--- config.mk ---
export PLATFORM = sky130hd
export DESIGN_NAME = snn_lif_scheduler
export DESIGN_NICKNAME = d
export VERILOG_FILES = /design/src/rtl/snn_pkg.sv /design/src/rtl/snn_lif_update.sv /design/src/rtl/snn_lif_scheduler.sv
export SDC_FILE = /design/constraint.sdc
export NUM_CORES = 1
export LEC_CHECK = 0
export CORE_MARGIN = 2
export CORE_UTILIZATION = 41
export CTS_BUF_LIST = sky130_fd_sc_hd__clkbuf_4 sky130_fd_sc_hd__clkbuf_8 sky130_fd_sc_hd__clkbuf_16
export CTS_CLUSTER_SIZE = 8
export DETAILED_ROUTE_END_ITERATION = 12
export GPL_TIMING_DRIVEN = 0
export PLACE_DENSITY_LB_ADDON = 0.12
export SLEW_MARGIN = 10
export SYNTH_ARGS = -nofsm -noshare
export SYNTH_HDL_FRONTEND = slang
export SYNTH_SLANG_ARGS = --single-unit
--- constraint.sdc ---
create_clock -name clk -period 13.1 [get_ports clk]
set_clock_uncertainty 0.1 [all_clocks]
set_input_delay 1.31 -clock clk [delete_from_list [all_inputs] [get_ports clk]]
set_output_delay 1.31 -clock clk [all_outputs]
set_load 0.02 [all_outputs]
--- src/rtl/snn_pkg.sv ---
// Shared FSM encodings, config selectors and saturating arithmetic for the LIF scheduler.
package snn_pkg;
    localparam logic [1:0] ST_IDLE   = 2'd0;
    localparam logic [1:0] ST_REWARD = 2'd1;
    localparam logic [1:0] ST_UPDATE = 2'd2;
    localparam logic [1:0] ST_DONE   = 2'd3;

    localparam logic CFG_WEIGHT = 1'b0;
    localparam logic CFG_THRESH = 1'b1;

    // Callers zero-extend operands to 32 bits and truncate the result to their own width.
    function automatic logic [31:0] sat_add(input logic [31:0] a, input logic [31:0] b,
                                            input logic [31:0] max);
        logic [32:0] s;
        s = {1'b0, a} + {1'b0, b};
        return (s > {1'b0, max}) ? max : s[31:0];
    endfunction

    function automatic logic [31:0] sat_sub(input logic [31:0] a, input logic [31:0] b);
        return (a < b) ? 32'd0 : a - b;
    endfunction
endpackage

--- src/rtl/snn_lif_update.sv ---
// Combinational leak / integrate / fire datapath shared by all neurons of the sweep.
module snn_lif_update
    import snn_pkg::*;
#(
    parameter int WIDTH        = 4,
    parameter int LEAK_SHIFT   = 2,
    parameter int REFRAC_STEPS = 1,
    parameter int VW           = WIDTH + 4,
    parameter int RW           = 1
) (
    input  logic [VW-1:0]    v,
    input  logic [WIDTH-1:0] w,
    input  logic             spk,
    input  logic [RW-1:0]    refrac,
    input  logic [VW-1:0]    thresh,
    output logic [VW-1:0]    v_nxt,
    output logic [RW-1:0]    refrac_nxt,
    output logic             fire
);
    localparam logic [31:0] VMAX = (32'd1 << VW) - 32'd1;

    logic [VW-1:0] v_l;
    logic [VW-1:0] v_int;

    always_comb begin
        v_l        = v - (v >> LEAK_SHIFT);
        v_int      = VW'(sat_add(32'(v_l), spk ? 32'(w) : 32'd0, VMAX));
        v_nxt      = v_l;
        refrac_nxt = refrac;
        fire       = 1'b0;
        // Refractory neurons still leak but ignore their input.
        if (refrac != '0) begin
            refrac_nxt = refrac - RW'(1);
        end else if (v_int > thresh) begin
            fire       = 1'b1;
            v_nxt      = '0;
            refrac_nxt = RW'(REFRAC_STEPS);
        end else begin
            v_nxt = v_int;
        end
    end
endmodule

--- src/rtl/snn_lif_scheduler.sv ---
// Sequences reward and LIF update sweeps over NUM_NEURONS neurons; owns all neuron state.
module snn_lif_scheduler
    import snn_pkg::*;
#(
    parameter int NUM_NEURONS  = 4,
    parameter int WIDTH        = 4,
    parameter int LEAK_SHIFT   = 2,
    parameter int REFRAC_STEPS = 1,
    parameter int WEIGHT_INIT  = 4,
    parameter int THRESH_INIT  = 8,
    parameter int VW           = WIDTH + 4,
    parameter int IW           = $clog2(NUM_NEURONS)
) (
    input  logic                   clk,
    input  logic                   rst_n,
    input  logic                   step_i,
    input  logic [NUM_NEURONS-1:0] spk_in,
    input  logic                   reward_valid,
    input  logic                   reward_pos,
    input  logic                   cfg_we,
    input  logic                   cfg_sel,
    input  logic [IW-1:0]          cfg_addr,
    input  logic [VW-1:0]          cfg_data,
    output logic                   cfg_ready,
    output logic                   busy,
    output logic                   done,
    output logic [NUM_NEURONS-1:0] spk_out
);
    localparam int RW = (REFRAC_STEPS < 1) ? 1 : $clog2(REFRAC_STEPS + 1);
    localparam logic [31:0] WMAX = (32'd1 << WIDTH) - 32'd1;

    logic [1:0]                             state;
    logic [IW-1:0]                          idx;
    logic [NUM_NEURONS-1:0]                 spk_in_q;
    logic                                   rew_pos_q;
    logic [NUM_NEURONS-1:0][VW-1:0]         vmem;
    logic [NUM_NEURONS-1:0][WIDTH-1:0]      weight;
    logic [NUM_NEURONS-1:0][RW-1:0]         refrac;
    logic [VW-1:0]                          thresh;
    logic [NUM_NEURONS-1:0]                 spk_nxt;

    logic [VW-1:0]    v_nxt;
    logic [RW-1:0]    refrac_nxt;
    logic             fire;
    logic [WIDTH-1:0] w_adj;
    logic             last;

    assign cfg_ready = (state == ST_IDLE);
    assign busy      = (state != ST_IDLE);
    assign done      = (state == ST_DONE);
    assign last      = (idx == IW'(NUM_NEURONS - 1));
    assign w_adj     = rew_pos_q ? WIDTH'(sat_add(32'(weight[idx]), 32'd1, WMAX))
                                 : WIDTH'(sat_sub(32'(weight[idx]), 32'd1));

    snn_lif_update #(
        .WIDTH(WIDTH), .LEAK_SHIFT(LEAK_SHIFT), .REFRAC_STEPS(REFRAC_STEPS), .VW(VW), .RW(RW)
    ) u_lif (
        .v          (vmem[idx]),
        .w          (weight[idx]),
        .spk        (spk_in_q[idx]),
        .refrac     (refrac[idx]),
        .thresh     (thresh),
        .v_nxt      (v_nxt),
        .refrac_nxt (refrac_nxt),
        .fire       (fire)
    );

    always_ff @(posedge clk or negedge rst_n) begin
        if (!rst_n) begin
            state     <= ST_IDLE;
            idx       <= '0;
            spk_in_q  <= '0;
            rew_pos_q <= 1'b0;
            vmem      <= '0;
            weight    <= {NUM_NEURONS{WIDTH'(WEIGHT_INIT)}};
            refrac    <= '0;
            thresh    <= VW'(THRESH_INIT);
            spk_nxt   <= '0;
            spk_out   <= '0;
        end else begin
            case (state)
                ST_IDLE: begin
                    // A config write and a step on the same edge: the step sees the new value.
                    if (cfg_we) begin
                        if (cfg_sel == CFG_THRESH) thresh <= cfg_data;
                        else                       weight[cfg_addr] <= cfg_data[WIDTH-1:0];
                    end
                    if (step_i) begin
                        spk_in_q  <= spk_in;
                        rew_pos_q <= reward_pos;
                        idx       <= '0;
                        state     <= reward_valid ? ST_REWARD : ST_UPDATE;
                    end
                end
                ST_REWARD: begin
                    if (spk_out[idx]) weight[idx] <= w_adj;
                    idx <= idx + IW'(1);
                    if (last) state <= ST_UPDATE;
                end
                ST_UPDATE: begin
                    vmem[idx]    <= v_nxt;
                    refrac[idx]  <= refrac_nxt;
                    spk_nxt[idx] <= fire;
                    idx          <= idx + IW'(1);
                    if (last) state <= ST_DONE;
                end
                default: begin
                    spk_out <= spk_nxt;
                    spk_nxt <= '0;
                    state   <= ST_IDLE;
                end
            endcase
        end
    end
endmodule

==> out/qor.txt <==
# clock sinks: 77
Hold Buf Count CTS: 0
Worst Path Arrival: 6.36 ns
CP Depth: 25
Width of the die: 113 um
H-tree levels: 3
Max incr delay on CP: 0.46 ns
Hpwl dp: 9130 um
Type of the tightest min-delay check: reg2reg
Bufs on Longest Clock Path: 2
#FFs+latches synth: 77
Via-to-Cell Ratio: 5.74
WS Path Type: reg2reg
Filler Cell Count: 1048
Top-area cell type share of the netlist area: 37.0%
Total track usage: 20.4%
Reg-to-reg slack, setup: 6.92 ns
Clk slew on worst S/H paths: 0.06 ns
Via count: 3771
Synth cell types: 61
Largest net degree at the start of global routing: 53
Status: finished clean
Reg2reg path depth: 25
Final Cycle Share: 47.2%
RR Endpoint: vmem[26]
Global-route wire length before repair: 20300 um
Buf/Inv on CP: 4
CTS Root Cell: clkbuf_16
Fin. max-slew vios: 0
Share of cells above drive strength 1: 14.4%
Nets: 562
Syn-to-layout area delta: 16.9%
Most used DFF post-synth: dfrtp_1
Slowest-stage cell, CP: nor2_1
Number of global-route vias before repair: 3867
Slew @ Worst Pin: 0.596 ns
RSZ-0062 raised after global routing: no
# IOs: 28
Postcts setup bufs: 0
Syn nets: 523
DR DRC count: 0
Cell count after synthesis: 470
WHS: 0.382 ns
Row count: 39
Placer Congestion: 0.812
Worst path most repeated cell: ha_1
CORE AREA: 11500 sq um
Fin. Hold Viols: 0
Rel. slew slack: 60.0%
Delay-heaviest family, CP: simple AND/OR/NAND/NOR gates
Global route overflow: 0
Post-Synthesis Cell Area: 4860 sq um
Setup-failing EPs final: 0
Start point of the critical path: idx[1]
Diodes inserted: 0
Starting DRT DRC Count: 161
Routed Antenna Nets: 0
Max frequency: 0.162 GHz
Post-synth EDFFs: 0
Wire length per cell: 18.6 um
Die height: 113 um
Post-CTS resize count: 0
Maxcap violations: 0
Synth area leaders: dfrtp_1, ha_1, mux4_1, mux2_2, nor2_1
Yosys top cell by area: dfrtp_1
Syn avg cell area: 10.3 sq um
Critical Path RT: 13.28 ns
Worst Setup EP: vmem[26]
Fraction of registers with async set/reset: 100%
Nature of the critical path startpoint: flop
Clk Latency, worst-skew pair: 0.34 ns
CTS tree: yes
Min cycle time layout: 6.18 ns
Syn. warnings: 0
Drt total wl: 12200 um
Starting Density: 42.2%
Reg2reg start: idx[1]
Drt pass-1 iters: 4
Initial antenna violation count: 0
Die area: 12700 sq um
PortBufs: 27
Post-synthesis sequential area ratio: 39.7%
TNS Setup: 0 ns
Most frequent cells after synthesis: dfrtp_1, nor2_1, ha_1
CP endpoint kind: flop
Crit Path Max Fanout: 10
Most frequent cell after synthesis: dfrtp_1
CTS Buf Count: 9
routing by layer:
layer | global-route usage (%) | wire, um | vias to the layer above
met3 | 3.27 | 489 | 26
met5 | 0 | 0 | -
met4 | 9.67 | 386 | 0
met2 | 33.5 | 5820 | 76
li1 | - | - | 1818
met1 | 26.7 | 5530 | 1851
logic make-up after synthesis:
logic type | after synthesis | share of synthesized area [%]
XOR/XNOR | 5 | 0.900
adder cells (fa/ha/maj) | 32 | 8.54
multiplexers | 41 | 13.9
AO/OA/AOI/OAI | 128 | 18.6
buffers and inverters | 46 | 4.12
flip-flops | 77 | 39.7
AND/OR/NAND/NOR | 141 | 14.1
registers in the layout, summed over array words and instances (netlist names):
signal     cells
spk_out        4
spk_in_q       4
vmem          32
thresh         8
refrac         4
spk_nxt        4
state          2
weight        16
idx            2
rew_pos_q      1
area by class of cell:
| class | count | area [sq um] | area share [%] |
|---|---|---|---|
| tap | 143 | 179 | 3.15 |
| sequential | 77 | 1930 | 34.0 |
| timing repair buffer | 28 | 295 | 5.20 |
| inverter | 28 | 106 | 1.87 |
| clock inverter | 3 | 65.1 | 1.14 |
| multi-input combinational | 347 | 2730 | 48.0 |
| buffer | 18 | 93.8 | 1.65 |
| clock buffer | 13 | 280 | 4.93 |
layout by cell type, fill, tap and decap left out, types with 13 or more instances in the layout:
cell type	instances
dfrtp_1	72
nor2_1	52
ha_1	30
o21ai_0	29
inv_1	27
nand2_1	26
clkdlybuf4s50_1	26
mux2_2	21
o21a_1	20
a21oi_1	15
a31oi_1	13
worst min-delay path by stage:
stage,endpoint,slack [ns],cells after the start,start
floorplan,refrac[2],0.34,2,refrac[2]
global placement,refrac[1],0.36,2,refrac[1]
detailed placement,refrac[3],0.38,2,refrac[3]
CTS,refrac[3],0.39,2,refrac[3]
global route,refrac[0],0.41,2,refrac[0]
finish,refrac[0],0.38,2,refrac[0]
metrics by stage:
stage / setup WS (ns) / utilization (%) / instances / area [sq um]
2_1_floorplan: 8.04 / - / 470 / 4860
3_3_place_gp: 7.04 / 46.1 / 640 / 5310
3_5_place_dp: 6.99 / 46.3 / 641 / 5340
4_1_cts: 6.95 / 49.3 / 657 / 5680
5_1_grt: 6.55 / 49.3 / 657 / 5680
6_report: 6.92 / 49.3 / 657 / 5680
worst register-to-register path, cell delays in order (launching register included):
cell	delay (ns)
dfrtp_1	0.37
buf_2	0.26
buf_2	0.37
mux4_1	0.38
inv_1	0.12
ha_1	0.23
nor2b_1	0.14
o21ai_0	0.14
nand2b_1	0.08
xor2_1	0.35
ha_1	0.34
a21oi_1	0.15
nand2_1	0.14
and3b_1	0.25
o2111ai_1	0.16
o21ba_2	0.25
or2_2	0.31
ha_1	0.30
nor2b_1	0.14
o21a_1	0.16
o21ai_0	0.15
a21oi_1	0.12
or2_2	0.29
clkbuf_1	0.15
nor2_1	0.46
a221o_1	0.23
Power is left out: the tool's default activity adds up to more than one toggle a clock period on the data nets, which glitch-free logic cannot reach.
==> patch: new RTL, config.mk and constraints unchanged <==
Put one more register stage on the output `spk_out`, with the module's reset. The value now appears one clock later. The other outputs are not delayed to match.
--- a/src/rtl/snn_lif_scheduler.sv
+++ b/src/rtl/snn_lif_scheduler.sv
@@ -30,2 +30,4 @@
     localparam logic [31:0] WMAX = (32'd1 << WIDTH) - 32'd1;
+
+    logic [NUM_NEURONS-1:0] spk_s0;
 
@@ -78,3 +80,3 @@
             spk_nxt   <= '0;
-            spk_out   <= '0;
+            spk_s0    <= '0;
         end else begin
@@ -95,3 +97,3 @@
                 ST_REWARD: begin
-                    if (spk_out[idx]) weight[idx] <= w_adj;
+                    if (spk_s0[idx]) weight[idx] <= w_adj;
                     idx <= idx + IW'(1);
@@ -107,3 +109,3 @@
                 default: begin
-                    spk_out <= spk_nxt;
+                    spk_s0 <= spk_nxt;
                     spk_nxt <= '0;
@@ -114,2 +116,10 @@
     end
+    always_ff @(posedge clk or negedge rst_n) begin
+        if (!rst_n) begin
+            spk_out <= '0;
+        end else begin
+            spk_out <= spk_s0;
+        end
+    end
+
 endmodule
Formal check against the unedited RTL: not equivalent (Yosys sat finds a counterexample within 10 cycles, from zero or initial values and one cycle with rst_n low).
==> patch against the original RTL <==
- sequential share of layout area grew 1.6 points
- design area is 0.44% higher
- routed wire length decreased by 0.61%
- setup slack gained 0.31 ns
- area after synthesis increased by 1.6%
- highest routed layer unchanged
- sequential cell count rose by 4
- final cell count increased by 2.0%
Power is left out: the tool's default activity adds up to more than one toggle a clock period on the data nets, which glitch-free logic cannot reach.
==> patch: results (changes against the original RTL) <==
wl_met2_um: 5822  # +0.10%
grtUsageMet1: 0.2798  # +0.01249
whs_path_depth: 0  # -2
dr.first_iter.drc_count: 311  # +93%
yosysSeqAreaShare: 0.4113  # +0.01381
ff2ff_path_depth: 24  # -4.0%
min_from: "spk_s0[2]"
hpwl_um: 9101  # -0.34%
holdPathEnd: "spk_out[2]"
synth.distinct_cells: 63  # +3.3%
wl_met1_um: 5656  # +2.2%
via_per_inst: 5.687  # -0.93%
avgSynthCellArea_um2: 10.28  # -0.68%
gp_congestion: 0.8306  # +2.4%
synthTopCellsByArea: "dfrtp_1 (38%), ha_1 (7.6%), mux4_2 (5.9%)"
cp.arrival_ns: 6.05  # -0.31 ns
grt_pass1_wl_um: 19790  # -2.7%
reg2reg_slack_ns: 7.23  # +0.31 ns
place_area_um2: 5403  # +1.2%
wl_per_cell_um: 18.14  # -2.5%
port-buffer-count: 25  # -7.4%
synth_nets: 534  # +2.1%
crit_end: "vmem[2]"
dr_wl_met3_um: 514  # +5.1%
max_freq_ghz: 0.1705  # +5.4%
grt_util_met3: 0.03932  # +0.006647
drtPass1Iterations: 5  # +1
grt_max_degree: 45  # -15%
first_global_vias: 3706  # -4.2%
outcome: "finished, final reports clean"
-- patch: cell count changes after synthesis, sizes merged, moves of 3 or more --
cell | before | now
a21oi | 16 | 25
o21ai | 34 | 28
o32a | 0 | 3
dfrtp | 72 | 76
o221ai | 12 | 9
nor2 | 53 | 56
o21a | 20 | 16
-- patch: logic make-up after synthesis --
kind of cell	count (synthesis)	share of synthesized area
flops	81	0.4113
fa+ha+maj	32	0.08403
simple gates	148	0.1483
buf+inv	47	0.03847
xor+xnor	5	0.008858
mux	41	0.1288
compound gates	127	0.1802
-- patch: cell type report --
type                       count  area [µm²]
multi-input combinational    353        2720
inverter                      27       101.3
buffer                        20       88.84
tap                          147       183.9
timing repair buffer          26       275.3
clock buffer                  10       239.0
sequential                    81        2033
clock inverter                 6       66.31
fill                        1129        6203
